[config.mk]
export PLATFORM = sky130hd
export DESIGN_NAME = ctz_iterative_unit
export DESIGN_NICKNAME = d
export VERILOG_FILES = /design/src/rtl/ctz_iterative_unit.sv
export SDC_FILE = /design/constraint.sdc
export NUM_CORES = 1
export LEC_CHECK = 0
export ABC_AREA = 1
export CAP_MARGIN = 30
export CORE_MARGIN = 5
export CORE_UTILIZATION = 45
export DETAILED_ROUTE_END_ITERATION = 8
export HOLD_SLACK_MARGIN = 0.02
export PLACE_DENSITY_LB_ADDON = 0.2
export SYNTH_ARGS = -nofsm -noshare
export SYNTH_HDL_FRONTEND = slang
export SYNTH_SLANG_ARGS = --single-unit
[constraint.sdc]
create_clock -name clk -period 2.75 [get_ports clk]
set_input_delay 0.275 -clock clk [delete_from_list [all_inputs] [get_ports clk]]
set_output_delay 0.275 -clock clk [all_outputs]
set_load 0.03 [all_outputs]
[src/rtl/ctz_iterative_unit.sv]
// rtl/ctz_iterative_unit.sv - multi-cycle count-trailing-zeros/ones unit with early exit
module ctz_iterative_unit #(
  parameter int DATA_WIDTH = 32,
  parameter int SCAN_BITS  = 4
) (
  input  logic                  clk,
  input  logic                  reset,
  input  logic                  i_start,
  input  logic [DATA_WIDTH-1:0] i_data,
  input  logic                  i_count_ones,
  input  logic                  i_flush,
  output logic                  o_busy,
  output logic                  o_done,
  output logic [31:0]           o_result
);

  localparam int CW = $clog2(DATA_WIDTH) + 1;

  localparam logic [1:0] S_IDLE = 2'd0;
  localparam logic [1:0] S_SCAN = 2'd1;
  localparam logic [1:0] S_DONE = 2'd2;

  localparam logic [CW-1:0] LAST_COUNT = CW'(DATA_WIDTH - SCAN_BITS);
  localparam logic [CW-1:0] FULL_COUNT = CW'(DATA_WIDTH);
  localparam logic [CW-1:0] STEP       = CW'(SCAN_BITS);

  logic [1:0]            state_q, state_d;
  logic [DATA_WIDTH-1:0] shift_q, shift_d;
  logic [CW-1:0]         count_q, count_d;
  logic [CW-1:0]         result_q, result_d;
  logic [SCAN_BITS-1:0]  low;
  logic                  accept;

  function automatic logic [CW-1:0] low_tz(input logic [SCAN_BITS-1:0] v);
    logic [CW-1:0] r;
    r = '0;
    for (int i = SCAN_BITS - 1; i >= 0; i--) begin
      if (v[i]) r = CW'(i);
    end
    return r;
  endfunction

  assign low    = shift_q[SCAN_BITS-1:0];
  assign accept = ((state_q == S_IDLE) || (state_q == S_DONE)) && i_start && !i_flush;

  // Counting ones is counting zeros of the inverted operand.
  always_comb begin
    state_d  = state_q;
    shift_d  = shift_q;
    count_d  = count_q;
    result_d = result_q;
    case (state_q)
      S_SCAN: begin
        if (i_flush) begin
          state_d = S_IDLE;
        end else if (low != '0) begin
          result_d = count_q + low_tz(low);
          state_d  = S_DONE;
        end else if (count_q == LAST_COUNT) begin
          result_d = FULL_COUNT;
          state_d  = S_DONE;
        end else begin
          shift_d = shift_q >> SCAN_BITS;
          count_d = count_q + STEP;
        end
      end
      default: begin
        if (accept) begin
          shift_d = i_count_ones ? ~i_data : i_data;
          count_d = '0;
          state_d = S_SCAN;
        end else begin
          state_d = S_IDLE;
        end
      end
    endcase
  end

  always_ff @(posedge clk or posedge reset) begin
    if (reset) begin
      state_q  <= S_IDLE;
      shift_q  <= '0;
      count_q  <= '0;
      result_q <= '0;
    end else begin
      state_q  <= state_d;
      shift_q  <= shift_d;
      count_q  <= count_d;
      result_q <= result_d;
    end
  end

  assign o_busy   = (state_q == S_SCAN);
  assign o_done   = (state_q == S_DONE);
  assign o_result = {{(32 - CW){1'b0}}, result_q};

endmodule

; ---- Word-level counts from Yosys, hierarchy flattened
; Index checks and enable logic that the tools add are counted.
[word_totals]
rom_bits = 0
mem_count = 0
output_inout_bits = 34
ramBits = 0
inputBits = 37
elab_cells = 50
register_bits = 46
latch_bits = 0
[classes]
n_mux = 25
reduce_logical = 10
n_addsub = 2
n_eq_ne = 7
div = 0
multipliers = 0
n_bitwise = 2
magnitude_cmp = 0
shifts = 0
[ops]
columns = operator, count
row1 = 32-bit two-way mux, 6
row2 = 6-bit two-way mux, 13
row3 = 32-bit NOT, 1
row4 = 2-bit two-way mux, 5
row5 = 6-bit by 3-bit adder with 6-bit output (second input constant), 1
row6 = 6-bit adder, 1
row7 = 6-bit by 5-bit == test with 1-bit output (second input constant), 1
row8 = 2-bit != test (second input constant), 3
row9 = 4-bit by 2-bit != test with 1-bit output (second input constant), 1
row10 = 4-bit AND reduction, 1
row11 = 2-bit nonzero test, 2
row12 = 4-bit nonzero test, 1
row13 = 3-bit AND reduction, 1
row14 = 2-bit by 1-bit == test with 1-bit output (second input constant), 1
row15 = 2-bit == test (second input constant), 1
row16 = 1-bit logical AND, 2
row17 = 2-bit zero test, 1
row18 = 1-bit zero test, 1
row19 = 1-bit logical OR, 1
row20 = 1-bit two-way mux, 1
row21 = 1-bit NOT, 1

; ---- Depth between registers and ports, before layout
[logic_depth]
ltp_word = 9
ltp_mapped = 9
mapped_depth_nobuf = 8

; ---- Worst setup path before layout
; Ideal clock, no wire load.
[synth_path]
path_type = register -> register
start = register count_q[2]
end = register count_q[4]
arrival_time_ns = 1.304
setup_time_ns = 0.065
path_buffers = 1
stages_incl_launch_ff = 10
slack_ns = 1.381
synth_period_minus_slack_ns = 1.369
required_time_ns = 2.685
path_cell_list = dfrtp_1 > ha_1 > nand2_1 > nor2_2 > nand2_2 > nand2_2 > nor2_4 > buf_6 > nand2_1 > nand2_1
[synth_via]
elab_chain_len = 5
word_cells_on_any_way = 8
classes_between = 1 x add/sub / 2 x eq/ne / 4 x mux / 1 x reduce/logical
[synth_rtl]
columns = element, line
row1 = from (decl), 29  ; logic [CW-1:0] count_q, count_d;
row2 = from (signal assigned), 88  ; count_q <= count_d;
row3 = 6-bit by 3-bit adder with 6-bit output, 64  ; count_d = count_q + STEP;
row4 = 6-bit two-way mux, 59  ; end else if (count_q == LAST_COUNT) begin
row5 = 6-bit two-way mux, 56  ; end else if (low != '0) begin
row6 = 6-bit two-way mux, 54  ; if (i_flush) begin
row7 = 6-bit two-way mux, 52  ; case (state_q)
; Several ways; a longest one is shown, not always the timed one. The select of a mux whose other input is x is not followed.
; A chain may end at the register's enable or synchronous reset.

; ---- Worst setup path in the final report
[layout_path]
start = register state_q[1]
end = output o_busy
[layout_via]
elab_chain_len = 1
[layout_rtl]
columns = element, line
row1 = from (decl), 27  ; logic [1:0] state_q, state_d;
row2 = from (signal assigned), 86  ; state_q <= state_d;
row3 = 2-bit by 1-bit == test with 1-bit output, 93  ; assign o_busy = (state_q == S_SCAN);
row4 = to (decl), 12  ; output logic o_busy,
; Every way passes these cells.

==> impl_metrics.json <==
{
  "cts_max_level": 2,
  "power_density_nw_per_um2": 784,
  "num_antenna_cells": 0,
  "cts_buffers": 5,
  "tightestPinTransition_ps": 845,
  "ir_worst_vdd_v": 0.000395,
  "core-area_um2": 5990,
  "synth_cell_types": 26,
  "drt_pass1_iterations": 4,
  "crit_path_top_delay_cell": "clkdlybuf4s50_1",
  "track_usage_pct": 15.1,
  "async_flop_share_pct": 100,
  "grt_pass1_wl_mm": 9.39,
  "cp_cell_sequence": "nor2_8, clkdlybuf4s50_1",
  "dpl.cell_count": 495,
  "antenna_found_initial": 0,
  "area.growth.synth_to_final_pct": 14.6,
  "vias_per_cell": 4.61,
  "max_cap_viol_count": 0,
  "initial_core_util_pct": 46.6,
  "die_area_um2": 7870,
  "path_class": "reg2out",
  "drtAntennaViolNets": 0,
  "leakagePower_uw": 0.00168,
  "skew_ps": 4.37,
  "crit_buf_inv": 1,
  "syn_area_um2": 2790,
  "min_path_type": "in2async",
  "path_max_fanout": 37,
  "slew_viol_final": 0,
  "portBuffers": 44,
  "drt_iter0_markers": 112,
  "critPathCaptureType": "primary output",
  "cts_tree": "yes",
  "start_kind": "flip-flop",
  "cts_setup_buffers": 0,
  "crit_family": "buffers and inverters",
  "syn_inst": 392,
  "fmax_ghz": 0.448,
  "rsz0062_at_grt": "no",
  "drive_gt1_share_pct": 10.3,
  "grt_pass1_vias": 2124,
  "cts-root-buf": "clkbuf_8",
  "critPathMaxStageDelay_ps": 770,
  "routedWlPerCell_um": 11.3,
  "insertion_delay_ps": 280,
  "place_congestion": 0.797,
  "status": "finished clean",
  "hold_viol": 0,
  "wirelength_mm": 5.69,
  "drc": 0,
  "critPathArrivalTime_ps": 1960,
  "die_x_um": 88.7,
  "clk_pin_slew_ps": 80,
  "cts_resized": 0,
  "avgSynthCellArea_um2": 7.12,
  "synth_edf_count": 0,
  "fin_crit_sh_pct": 81.1,
  "fin_nets": 466,
  "layout_commonest_cell": "nand2_1",
  "holdBufCountCts": 0,
  "synth_seq_area_share_pct": 39.5,
  "layoutNonFillerInstCount": 502,
  "grt_max_degree": 56,
  "rows": 28,
  "grt-ovfl-total": 0,
  "setup_viol": 0,
  "synth-main-ff-cell": "dfrtp_1",
  "hpwl_mm": 3.93,
  "critPathRequiredTime_ps": 2480,
  "clkSinkCount": 44,
  "die_h_um": 88.7,
  "synth_warnings": 0,
  "io-pin-count": 71,
  "n_fill_cell": 621,
  "synth-seq-cells": 44,
  "slew_headroom_pct": 43.7,
  "num_vias": 2314,
  "layout_common_cells": "197 x nand2_1, 44 x dfrtp_1, 43 x clkdlybuf4s50_1",
  "fin_crit_ps": 2230,
  "clockBufferDepth": 2,
  "fin_setup_tns_ps": 0
}
[cells in the mapped netlist, types with 2 or more instances]
cell type    n  area, µm²
clkbuf_1     2       7.51
buf_6        3       33.8
nand2_1    197        739
buf_4       29        218
nand3_1     29        145
nor2_1      12       45.0
inv_1        6       22.5
or2_2       23        144
xor2_1       4       35.0
nand2_2      4       25.0
o21ai_0      7       35.0
inv_2        4       15.0
ha_1         2       25.0
buf_2        9       45.0
xnor2_1      7       61.3
dfrtp_1     44       1100
[per-stage QoR]
step           hold WS, ps  utilization [%]  power [µW]  setup WS, ps  cell area (µm²)
2_1_floorplan          442                -        1920          1380             2890
3_3_place_gp           456             52.1        2130           820             3120
3_5_place_dp           463             52.1        2150           795             3120
4_1_cts                457             53.4        2540           498             3200
5_1_grt                487             53.4        2740           420             3200
6_report               421             53.4        2510           519             3200
[metal layers]
layer	GRT usage, %	vias up	routed length (µm)	part of all wire (%)
li1	-	1217	-	-
met1	20.1	1055	2680	47
met2	25.5	40	2710	48
met3	3.07	2	269	4.7
met4	2.88	0	27	0.47
met5	0	-	0	0
[where the power goes]
group	leakage [µW]	switching [µW]	internal, µW
logic	0.00108	671	378
clock network	0.0000410	205	173
registers	0.000559	169	911
total	0.00168	1050	1460
[worst min-delay path, cell delays in order]
cell and delay (ps):
clkdlybuf4s50_1 390, inv_1 50, buf_4 450
[worst paths after layout]
path                                to  slack [ps]        start  cells past startpoint
setup / recovery                o_busy         520   state_q[1]                      2
hold / removal             shift_q[25]         420        reset                      3
setup reg to reg           shift_q[13]         850   count_q[2]                      8
hold reg to reg            result_q[1]         480  result_q[1]                      2
max in group asynchronous  result_q[5]        1930        reset                      3
min in group clk           result_q[1]         480  result_q[1]                      2
[cell families (layout without fill, tap and decap cells)]
logic type	Yosys count	count (layout)	share of synthesized area, %
simple gates	273	273	42.4
buf+inv	53	62	12.2
flops	44	44	39.5
xor+xnor	11	11	3.45
compound gates	8	8	1.43
fa+ha+maj	2	2	0.897
other cells	1	27	0.134
[state kept, by name, indices dropped and copies added, names as in the netlist]
signal and count:
result_q 6, count_q 4, shift_q 32, state_q 2
[cell type report]
class / count / area (µm²) / share of cell area, %
Tap cell: 75 / 93.8 / 2.93
Clock inverter: 1 / 5.00 / 0.156
Timing Repair Buffer: 45 / 443 / 13.8
Clock buffer: 6 / 72.6 / 2.27
Sequential cell: 44 / 1100 / 34.4
Multi-Input combinational cell: 321 / 1450 / 45.2
Inverter: 10 / 37.5 / 1.17
No activity file was read; power rests on OpenSTA's default activity.
